<file path="src/rtl/mod_scheduler_if.sv">
// rtl/mod_scheduler_if.sv - scheduler control, FIFO read and modulator signal bundle
interface mod_scheduler_if;
  logic       start;
  logic [1:0] mode;
  logic [7:0] burst_len;
  logic       fifo_empty;
  logic       fifo_ack;
  logic       fifo_dout;
  logic       fifo_rd_en;
  logic [1:0] mod_sel;
  logic [1:0] mod_sym;
  logic       mod_en;
  logic       sym_strobe;
  logic       busy;
  logic       done;
  logic       underrun;
  logic       timeout_err;

  modport master (
    output start, mode, burst_len, fifo_empty, fifo_ack, fifo_dout,
    input  fifo_rd_en, mod_sel, mod_sym, mod_en, sym_strobe, busy, done,
           underrun, timeout_err
  );

  modport slave (
    input  start, mode, burst_len, fifo_empty, fifo_ack, fifo_dout,
    output fifo_rd_en, mod_sel, mod_sym, mod_en, sym_strobe, busy, done,
           underrun, timeout_err
  );
endinterface

</file>
<file path="src/rtl/mod_scheduler.sv">
// rtl/mod_scheduler.sv - burst scheduler packing FIFO bits into timed modulator symbols
module mod_scheduler #(
  parameter int SYM_CYCLES  = 16,
  parameter int ACK_TIMEOUT = 8
) (
  input logic           CLK,
  input logic           RESET,
  mod_scheduler_if.slave sched
);

  typedef enum logic {S_IDLE, S_RUN} top_state_t;
  typedef enum logic [1:0] {F_IDLE, F_REQ, F_WAIT} fetch_state_t;

  localparam logic [7:0] SYM_LAST = 8'(SYM_CYCLES - 1);
  localparam logic [3:0] ACK_LAST = 4'(ACK_TIMEOUT - 1);

  top_state_t   state, state_nxt;
  fetch_state_t fstate, fstate_nxt;

  logic [1:0] mode_q;
  logic [7:0] len_q;
  logic [1:0] gather;
  logic [1:0] gather_bits;
  logic       gather_full;
  logic [1:0] shadow;
  logic       shadow_full;
  logic [7:0] fetched;
  logic [7:0] emitted;
  logic [7:0] sym_cnt;
  logic [3:0] wait_cnt;
  logic [1:0] mod_sym_q;
  logic       mod_en_q;
  logic       sym_strobe_q;
  logic       done_q;
  logic       underrun_q;
  logic       timeout_q;
  logic       busy_c;
  logic       rd_en_c;

  logic       start_ok;
  logic       run;
  logic [1:0] bits_needed;
  logic [1:0] bits_after;
  logic       ack_take;
  logic       ack_completes;
  logic       timeout;
  logic       sym_last;
  logic       emit_load;
  logic       transfer;
  logic       burst_end;
  logic       starve;

  assign start_ok      = (state == S_IDLE) && sched.start;
  assign run           = (state == S_RUN);
  assign bits_needed   = (mode_q == 2'b11) ? 2'd2 : 2'd1;
  assign bits_after    = gather_bits + 2'd1;
  assign ack_take      = run && (fstate == F_WAIT) && sched.fifo_ack;
  assign ack_completes = ack_take && (bits_after == bits_needed);
  assign timeout       = run && (fstate == F_WAIT) && !sched.fifo_ack && (wait_cnt == ACK_LAST);
  assign sym_last      = mod_en_q && (sym_cnt == SYM_LAST);
  assign emit_load     = run && shadow_full && (!mod_en_q || sym_last);
  // The shadow counts as free in the cycle it is being emitted, so gather and
  // shadow can hand over without a bubble.
  assign transfer      = run && gather_full && (!shadow_full || emit_load);
  assign burst_end     = run && sym_last && !emit_load && (emitted == len_q);
  assign starve        = run && sym_last && !emit_load && (emitted != len_q);

  always_ff @(posedge CLK) begin
    if (RESET) begin
      state  <= S_IDLE;
      fstate <= F_IDLE;
    end else begin
      state  <= state_nxt;
      fstate <= fstate_nxt;
    end
  end

  always_comb begin
    state_nxt = state;
    case (state)
      S_IDLE: if (start_ok && (sched.burst_len != 8'd0)) state_nxt = S_RUN;
      S_RUN:  if (burst_end || timeout) state_nxt = S_IDLE;
      default: state_nxt = S_IDLE;
    endcase

    fstate_nxt = fstate;
    case (fstate)
      F_IDLE: begin
        if (start_ok || (transfer && (fetched < len_q))) fstate_nxt = F_REQ;
      end
      F_REQ: begin
        if (!sched.fifo_empty) fstate_nxt = F_WAIT;
      end
      F_WAIT: begin
        if (ack_take) fstate_nxt = ack_completes ? F_IDLE : F_REQ;
        else if (timeout) fstate_nxt = F_IDLE;
      end
      default: fstate_nxt = F_IDLE;
    endcase
    if (state_nxt == S_IDLE) fstate_nxt = F_IDLE;
  end

  always_comb begin
    busy_c  = run;
    rd_en_c = run && (fstate == F_REQ) && !sched.fifo_empty;
  end

  always_ff @(posedge CLK) begin
    if (RESET) begin
      mode_q       <= 2'b00;
      len_q        <= 8'd0;
      gather       <= 2'b00;
      gather_bits  <= 2'd0;
      gather_full  <= 1'b0;
      shadow       <= 2'b00;
      shadow_full  <= 1'b0;
      fetched      <= 8'd0;
      emitted      <= 8'd0;
      sym_cnt      <= 8'd0;
      wait_cnt     <= 4'd0;
      mod_sym_q    <= 2'b00;
      mod_en_q     <= 1'b0;
      sym_strobe_q <= 1'b0;
      done_q       <= 1'b0;
      underrun_q   <= 1'b0;
      timeout_q    <= 1'b0;
    end else begin
      sym_strobe_q <= 1'b0;
      done_q       <= 1'b0;
      wait_cnt     <= (fstate == F_WAIT) ? wait_cnt + 4'd1 : 4'd0;

      if (start_ok) begin
        mode_q      <= sched.mode;
        len_q       <= sched.burst_len;
        underrun_q  <= 1'b0;
        timeout_q   <= 1'b0;
        fetched     <= 8'd0;
        emitted     <= 8'd0;
        gather      <= 2'b00;
        gather_bits <= 2'd0;
        gather_full <= 1'b0;
        shadow_full <= 1'b0;
        sym_cnt     <= 8'd0;
        mod_en_q    <= 1'b0;
        if (sched.burst_len == 8'd0) done_q <= 1'b1;
      end else if (timeout) begin
        timeout_q   <= 1'b1;
        mod_en_q    <= 1'b0;
        gather_bits <= 2'd0;
        gather_full <= 1'b0;
        shadow_full <= 1'b0;
      end else if (run) begin
        // First bit read lands in the MSB once the second bit shifts in.
        if (ack_take) begin
          gather      <= {gather[0], sched.fifo_dout};
          gather_bits <= bits_after;
          if (ack_completes) begin
            gather_full <= 1'b1;
            fetched     <= fetched + 8'd1;
          end
        end

        if (transfer) begin
          shadow      <= gather;
          shadow_full <= 1'b1;
          gather      <= 2'b00;
          gather_bits <= 2'd0;
          gather_full <= 1'b0;
        end else if (emit_load) begin
          shadow_full <= 1'b0;
        end

        if (emit_load) begin
          mod_sym_q    <= shadow;
          mod_en_q     <= 1'b1;
          sym_cnt      <= 8'd0;
          sym_strobe_q <= 1'b1;
          emitted      <= emitted + 8'd1;
        end else if (burst_end) begin
          mod_en_q <= 1'b0;
          done_q   <= 1'b1;
        end else if (starve) begin
          mod_en_q   <= 1'b0;
          underrun_q <= 1'b1;
        end else if (mod_en_q) begin
          sym_cnt <= sym_cnt + 8'd1;
        end
      end
    end
  end

  assign sched.fifo_rd_en  = rd_en_c;
  assign sched.busy        = busy_c;
  assign sched.mod_sel     = mode_q;
  assign sched.mod_sym     = mod_sym_q;
  assign sched.mod_en      = mod_en_q;
  assign sched.sym_strobe  = sym_strobe_q;
  assign sched.done        = done_q;
  assign sched.underrun    = underrun_q;
  assign sched.timeout_err = timeout_q;

endmodule

</file>
<file path="src/flat_wrapper.sv">
// flat-port wrapper written by rule: the top's interface ports become plain ports
module mod_scheduler_flat 
#(
  parameter int SYM_CYCLES  = 16,
  parameter int ACK_TIMEOUT = 8
)
  (CLK, RESET, sched_start, sched_mode, sched_burst_len, sched_fifo_empty, sched_fifo_ack, sched_fifo_dout, sched_fifo_rd_en, sched_mod_sel, sched_mod_sym, sched_mod_en, sched_sym_strobe, sched_busy, sched_done, sched_underrun, sched_timeout_err);
  mod_scheduler_if sched_i ();
  input logic CLK;
  input logic RESET;
  input wire logic [$bits(sched_i.start)-1:0] sched_start;
  input wire logic [$bits(sched_i.mode)-1:0] sched_mode;
  input wire logic [$bits(sched_i.burst_len)-1:0] sched_burst_len;
  input wire logic [$bits(sched_i.fifo_empty)-1:0] sched_fifo_empty;
  input wire logic [$bits(sched_i.fifo_ack)-1:0] sched_fifo_ack;
  input wire logic [$bits(sched_i.fifo_dout)-1:0] sched_fifo_dout;
  output wire logic [$bits(sched_i.fifo_rd_en)-1:0] sched_fifo_rd_en;
  output wire logic [$bits(sched_i.mod_sel)-1:0] sched_mod_sel;
  output wire logic [$bits(sched_i.mod_sym)-1:0] sched_mod_sym;
  output wire logic [$bits(sched_i.mod_en)-1:0] sched_mod_en;
  output wire logic [$bits(sched_i.sym_strobe)-1:0] sched_sym_strobe;
  output wire logic [$bits(sched_i.busy)-1:0] sched_busy;
  output wire logic [$bits(sched_i.done)-1:0] sched_done;
  output wire logic [$bits(sched_i.underrun)-1:0] sched_underrun;
  output wire logic [$bits(sched_i.timeout_err)-1:0] sched_timeout_err;
  assign sched_i.start = sched_start;
  assign sched_i.mode = sched_mode;
  assign sched_i.burst_len = sched_burst_len;
  assign sched_i.fifo_empty = sched_fifo_empty;
  assign sched_i.fifo_ack = sched_fifo_ack;
  assign sched_i.fifo_dout = sched_fifo_dout;
  assign sched_fifo_rd_en = sched_i.fifo_rd_en;
  assign sched_mod_sel = sched_i.mod_sel;
  assign sched_mod_sym = sched_i.mod_sym;
  assign sched_mod_en = sched_i.mod_en;
  assign sched_sym_strobe = sched_i.sym_strobe;
  assign sched_busy = sched_i.busy;
  assign sched_done = sched_i.done;
  assign sched_underrun = sched_i.underrun;
  assign sched_timeout_err = sched_i.timeout_err;
  mod_scheduler #(.SYM_CYCLES(SYM_CYCLES), .ACK_TIMEOUT(ACK_TIMEOUT)) u_core (.CLK(CLK), .RESET(RESET), .sched(sched_i));
endmodule
</file>
<file path="config.mk">
export PLATFORM = sky130hd
export DESIGN_NAME = mod_scheduler_flat
export DESIGN_NICKNAME = d
export VERILOG_FILES = /design/src/rtl/mod_scheduler_if.sv /design/src/rtl/mod_scheduler.sv /design/src/flat_wrapper.sv
export SDC_FILE = /design/constraint.sdc
export NUM_CORES = 1
export LEC_CHECK = 0
export CORE_MARGIN = 8
export CORE_UTILIZATION = 51
export CTS_CLUSTER_DIAMETER = 50
export DETAILED_ROUTE_END_ITERATION = 16
export PLACE_DENSITY = 0.8
export SLEW_MARGIN = 0
export SYNTH_ARGS = -nofsm -noshare
export SYNTH_HDL_FRONTEND = slang
export SYNTH_SLANG_ARGS = --single-unit
</file>
<file path="constraint.sdc">
create_clock -name CLK -period 1.8 [get_ports CLK]
set_input_delay 0.36 -clock CLK [delete_from_list [all_inputs] [get_ports CLK]]
set_output_delay 0.36 -clock CLK [all_outputs]
set_load 0.05 [all_outputs]
</file>
==> results of run 1 <==
## synthesized netlist by cell type (all sizes together) (9+ instances only)
master / count / share of area
ha: 11 / 0.051
xnor2: 16 / 0.052
dfxtp: 56 / 0.41
clkbuf: 9 / 0.012
a21oi: 15 / 0.028
nor3: 13 / 0.024
nand4: 12 / 0.028
xor2: 15 / 0.049
nand3: 12 / 0.022
inv: 10 / 0.014
nor2: 39 / 0.054
nand2: 30 / 0.042
## through the flow
stage,setup TNS (ns),std cells,utilization
global placement,-4.30,418,0.625
detailed placement,-5.07,418,0.625
CTS,0,426,0.642
finish,0,426,0.654
floorplan,0,306,-
global route,-0.0615,426,0.654
## final cells by class
type	instances	area (µm²)
fill	422	1770
multi-input combinational	226	1530
sequential	56	1130
timing repair buffer	56	474
tap	70	87.6
clock buffer	6	72.6
inverter	10	37.5
clock inverter	2	12.5
## routing by layer
| layer | GRT usage | vias to the layer above |
|---|---|---|
| met5 | 0 | - |
| met2 | 0.265 | 67 |
| met3 | 0.0418 | 6 |
| li1 | - | 1164 |
| met4 | 0.0568 | 0 |
| met1 | 0.220 | 1102 |
## power by group through the flow
stage	combinational (W)	sequential (W)	clock [W]
3_3_place_gp	0.000233	0.00131	0
5_1_grt	0.000274	0.00129	0.000766
3_5_place_dp	0.000238	0.00131	0
6_report	0.000253	0.00128	0.000693
4_1_cts	0.000239	0.00128	0.000705
2_1_floorplan	0.000120	0.00132	0
## registers in the layout (all words and copies together), names as in the netlist, 2 cells and up
| name | flops |
|---|---|
| u_core.fstate | 2 |
| u_core.gather | 2 |
| u_core.sched.mod_sym | 2 |
| u_core.shadow | 2 |
| u_core.wait_cnt | 4 |
| u_core.emitted | 8 |
| u_core.gather_bits | 2 |
| u_core.fetched | 8 |
| u_core.sched.mod_sel | 2 |
| u_core.len_q | 8 |
| u_core.sym_cnt | 8 |
## worst min path at each step
stage,startpoint,to,cells after the start
global placement,u_core.wait_cnt[0],u_core.wait_cnt[0],1
global route,u_core.wait_cnt[0],u_core.wait_cnt[0],1
detailed placement,u_core.wait_cnt[0],u_core.wait_cnt[0],1
floorplan,u_core.wait_cnt[0],u_core.wait_cnt[0],1
CTS,u_core.wait_cnt[0],u_core.wait_cnt[0],1
finish,u_core.wait_cnt[0],u_core.wait_cnt[0],1
## worst max-delay path, stage by stage, from the launching register on
cell and delay, ns:
dfxtp_2 0.35, inv_2 0.04, ha_4 0.21, a211o_1 0.29
a31oi_1 0.23, nor3_2 0.07, o41ai_2 0.35, and3_1 0.20
## what timing repair did
action	4_1_cts	5_1_grt
buffers inserted	0	0
endpoints found under the setup margin	0	12
gates resized for setup	0	16
## kinds of logic after synthesis
logic type / share of synthesized area
AOI/OAI and AO/OA: 0.0986
and+or+nand+nor: 0.265
DFF: 0.415
adders and majority gates: 0.0509
buffers and inverters: 0.0407
muxes: 0.0296
xor gates and xnor gates: 0.100
==> results.sh, run 1 <==
export IMPL_status="complete, no violations"
export IMPL_overflow=0
export IMPL_route_detailed_wl_per_inst_um=14.9
export IMPL_synth_async_reset_ratio=0
export IMPL_drive_above_1_share=0.191
export IMPL_required_ns=2.07
export IMPL_grt_pass1_vias=2275
export IMPL_pre_cts_ws_ns=-0.260
export IMPL_finClkSkew_ns=0.0115
export IMPL_grt_pass1_wl_um=10500
export IMPL_p_int_w=0.00165
export IMPL_path_clk_slew_ns=0.11
export IMPL_fin_area_um2=3340
export IMPL_yosysWarnings=0
export IMPL_antenna_found_initial=0
export IMPL_cts_hold_fix_buffers=0
export IMPL_io_buffers=26
export IMPL_grt_max_degree=18
export IMPL_cp_start_kind="flip-flop"
export IMPL_drc=0
export IMPL_totalPowerFinal_w=0.00223
export IMPL_clockBufferDepth=2
export IMPL_reg2reg_slack_ns=0.03
export IMPL_drt_pass1_iterations=4
export IMPL_worst_pin_slew_ns=0.361
export IMPL_syn_nets=333
export IMPL_r2r_start="u_core.len_q[2]"
export IMPL_final_cell_mix="dfxtp_1, nor2_1, buf_4, nand2_1, xnor2_1"
export IMPL_met2_length_um=3000
export IMPL_setup_ws_ns=0.0268
export IMPL_hp_class="reg -> reg"
export IMPL_power_switching_w=0.000583
export IMPL_final_max_slew_viol_count=0
export IMPL_critPathCaptureType="flip-flop"
export IMPL_wl_um=6340
export IMPL_grt_usage=0.170
export IMPL_coreArea_um2=5110
export IMPL_syn_area_um2=2700
export IMPL_arrival_ns=2.04
export IMPL_final_common_cell="dfxtp_1"
export IMPL_setup_violations_final=0
export IMPL_clk_latency_ns=0.32
export IMPL_cts_sinks=56
export IMPL_row_count=26
export IMPL_ys_seq_elements=56
export IMPL_cp_max_fo=2
export IMPL_cap_violations=0
export IMPL_finalCritPeriodShare=0.985
export IMPL_p_leak_nw=1.31
export IMPL_fmax_ghz=0.564
export IMPL_die_area_um2=7890
export IMPL_pwr_share_seq=0.575
export IMPL_finalCriticalPeriod_ns=1.77
export IMPL_swShare=0.262
export IMPL_start_util=0.529
export IMPL_diodes=0
export IMPL_gp_congestion=0.825
export IMPL_postPlaceCellArea_um2=3190
export IMPL_cts_tree="yes"
export IMPL_vias=2339
export IMPL_highest_layer="met4"
export IMPL_synth_edf_count=0
export IMPL_ys_flop_type="dfxtp_1"
export IMPL_crit_type="reg -> reg"
export IMPL_whs_ns=0.430
export IMPL_areaGrowthSynthToFinish_pct=23.6
export IMPL_clockPowerShare=0.311
export IMPL_critical_path_reg2reg_endpoint="u_core.fstate[0]"
export IMPL_r2r_cells=7
export IMPL_ys_types=44
export IMPL_powerDensity_nw_per_um2=667
export IMPL_m1WireLength_um=2840
export IMPL_ios=27
export IMPL_route_met3_wl_um=448
export IMPL_cts_root_buf="clkbuf_8"
export IMPL_ant_nets=0
export IMPL_hpwl_um=4600
export IMPL_finalHoldViolCount=0
export IMPL_die_y_um=88.8
export IMPL_die_w_um=88.8
export IMPL_final_nets=382
export IMPL_maxSlewHeadroom=0.759
export IMPL_drtIter0Drc=119
export IMPL_yosysSeqAreaShare=0.415
export IMPL_worstSetupEndpoint="u_core.fstate[0]"
export IMPL_vias_per_cell=5.49
export IMPL_rsz0062_at_grt="true"
export IMPL_syn_area_per_cell_um2=8.84
export IMPL_synth_cells=306
export IMPL_peakVddDrop_mv=0.370
export IMPL_p_comb_frac=0.113
export IMPL_numCtsBuffers=5
export IMPL_htree_num_levels=2
export IMPL_startpoint="u_core.len_q[2]"
(Power assumes the default switching activity.)
==> run 2: changes to the inputs <==
--- a/config.mk
+++ b/config.mk
@@ -10,6 +10,7 @@
 export CTS_CLUSTER_DIAMETER = 50
 export DETAILED_ROUTE_END_ITERATION = 16
 export PLACE_DENSITY = 0.8
+export REMOVE_ABC_BUFFERS = 1
 export SLEW_MARGIN = 0
 export SYNTH_ARGS = -nofsm -noshare
 export SYNTH_HDL_FRONTEND = slang
==> run 2 against run 1 <==
Clock power grew 23%. Combinational power grew 3%. Count of clock-buffer cells in the layout is 1 lower. Sequential cell count did not move. Global-route usage fell by 0.59 points. Non-clock buffer count grew 2. Critical endpoint is now u_core.sched.done. Die area is the same. Clock skew fell by 0.0015 ns. Final cell count increased by 0.47%. Largest power group unchanged. First-iteration DRC count increased by 1.7%. Cell area up 1.7%. Largest cell class unchanged. Register-to-register slack improved by 0.03 ns.
==> results.sh, run 2 (synthesis gave the netlist of run 1 again) <==
export IMPL_status="complete, no violations"
export IMPL_dpl_cell_count=416
export IMPL_wl_um=6270
export IMPL_hpwl_um=4560
export IMPL_diodes=0
export IMPL_final_max_slew_viol_count=0
export IMPL_multi_input_area_um2=1530
export IMPL_route_detailed_wl_per_inst_um=14.6
export IMPL_vias=2331
export IMPL_clockBufferDepth=2
export IMPL_fin_area_um2=3400
export IMPL_drc=0
export IMPL_totalPowerFinal_w=0.00239
export IMPL_peakVddDrop_mv=0.752
export IMPL_row_count=26
export IMPL_finalCriticalPeriod_ns=1.74
export IMPL_p_leak_nw=1.33
export IMPL_cts_tree="yes"
export IMPL_cap_violations=0
export IMPL_vias_per_cell=5.45
export IMPL_overflow=0
export IMPL_m1WireLength_um=2850
export IMPL_cp_start_kind="flip-flop"
export IMPL_final_cells=428
export IMPL_final_common_cell="dfxtp_1"
export IMPL_die_w_um=88.8
export IMPL_grt_usage=0.164
export IMPL_grt_max_degree=19
export IMPL_ant_nets=0
export IMPL_gp_congestion=0.828
export IMPL_clk_latency_ns=0.32
export IMPL_ios=27
export IMPL_cts_root_buf="clkbuf_8"
export IMPL_seqCellArea_um2=1130
export IMPL_die_y_um=88.8
export IMPL_crit_buf_inv=1
export IMPL_arrival_ns=1.96
export IMPL_final_nets=384
export IMPL_areaGrowthSynthToFinish_pct=25.7
export IMPL_met2_length_um=3090
export IMPL_numCtsBuffers=5
export IMPL_path_clk_slew_ns=0.11
export IMPL_final_cell_mix="dfxtp_1, buf_4, nor2_1, nand2_1, xnor2_1"
export IMPL_slowest_delay_ns=0.37
export IMPL_setup_violations_final=0
export IMPL_start_util=0.529
export IMPL_powerDensity_nw_per_um2=704
export IMPL_antenna_found_initial=0
export IMPL_cp_max_fo=7
export IMPL_drt_pass1_iterations=4
export IMPL_drive_above_1_share=0.204
export IMPL_finClkSkew_ns=0.0100
export IMPL_postPlaceCellArea_um2=3190
export IMPL_critPathCaptureType="flip-flop"
export IMPL_worst_pin_slew_ns=0.340
export IMPL_hp_class="reg -> reg"
export IMPL_drtIter0Drc=121
export IMPL_grt_pass1_vias=2227
export IMPL_finalHoldViolCount=0
export IMPL_crit_slowest_cell="dfxtp_1"
export IMPL_maxSlewHeadroom=0.773
export IMPL_cts_sinks=56
export IMPL_finalCritPeriodShare=0.968
export IMPL_required_ns=2.02
export IMPL_io_buffers=26
export IMPL_crit_type="reg -> reg"
export IMPL_fillers=428
export IMPL_coreArea_um2=5110
export IMPL_grt_pass1_wl_um=10300
export IMPL_htree_num_levels=2
export IMPL_finalSetupTns_ns=0
export IMPL_fmax_ghz=0.574
export IMPL_whs_ns=0.475
export IMPL_crit_family="simple AND/OR/NAND/NOR gates"
export IMPL_route_met3_wl_um=261
export IMPL_highest_layer="met4"
export IMPL_crit_chain="nor4_4 > nand4_1 > inv_1 > a31oi_1 > nor3_1"
export IMPL_die_area_um2=7890
[run 2: final timing paths]
path / startpoint / endpoint / slack (ns) / depth (start not counted)
worst max register to register: u_core.sym_cnt[4] / u_core.sched.done / 0.06 / 5
worst max-delay path: u_core.sym_cnt[4] / u_core.sched.done / 0.06 / 5
worst min register to register: u_core.wait_cnt[0] / u_core.wait_cnt[0] / 0.47 / 1
worst min-delay path: u_core.wait_cnt[0] / u_core.wait_cnt[0] / 0.47 / 1
[run 2: per-layer routing]
metal  vias up  GRT usage
met5         -          0
met2        45      0.276
met1      1111      0.201
met3         6     0.0381
met4         0     0.0461
li1       1169          -
[run 2: final cells by class]
type | instances | area share
well taps | 70 | 0.0258
flip-flops and latches | 56 | 0.333
clock inverters | 3 | 0.0136
clock buffers | 5 | 0.0203
multi-input cells | 226 | 0.449
repair buffers | 58 | 0.148
inverters | 10 | 0.0110
[run 2: through the flow]
step / utilization / setup slack, ns
2_1_floorplan: - / -0.718
3_3_place_gp: 0.624 / -0.208
3_5_place_dp: 0.624 / -0.249
4_1_cts: 0.646 / 0.0183
5_1_grt: 0.665 / -0.0580
6_report: 0.665 / 0.0575
[run 2: power by group]
part           switching (W)  total [W]  leakage, nW  internal (W)
Clock               0.000433   0.000853       0.0548      0.000420
Sequential         0.0000216    0.00128        0.456       0.00126
Combinational       0.000141   0.000261        0.821      0.000120
Total               0.000596    0.00239         1.33       0.00180
[run 2: what timing repair did]
action,CTS,global route
setup endpoints to repair,0,19
buffers inserted,0,4
hold buffers,0,0
hold endpoints to repair,0,0
gates resized for setup,0,19
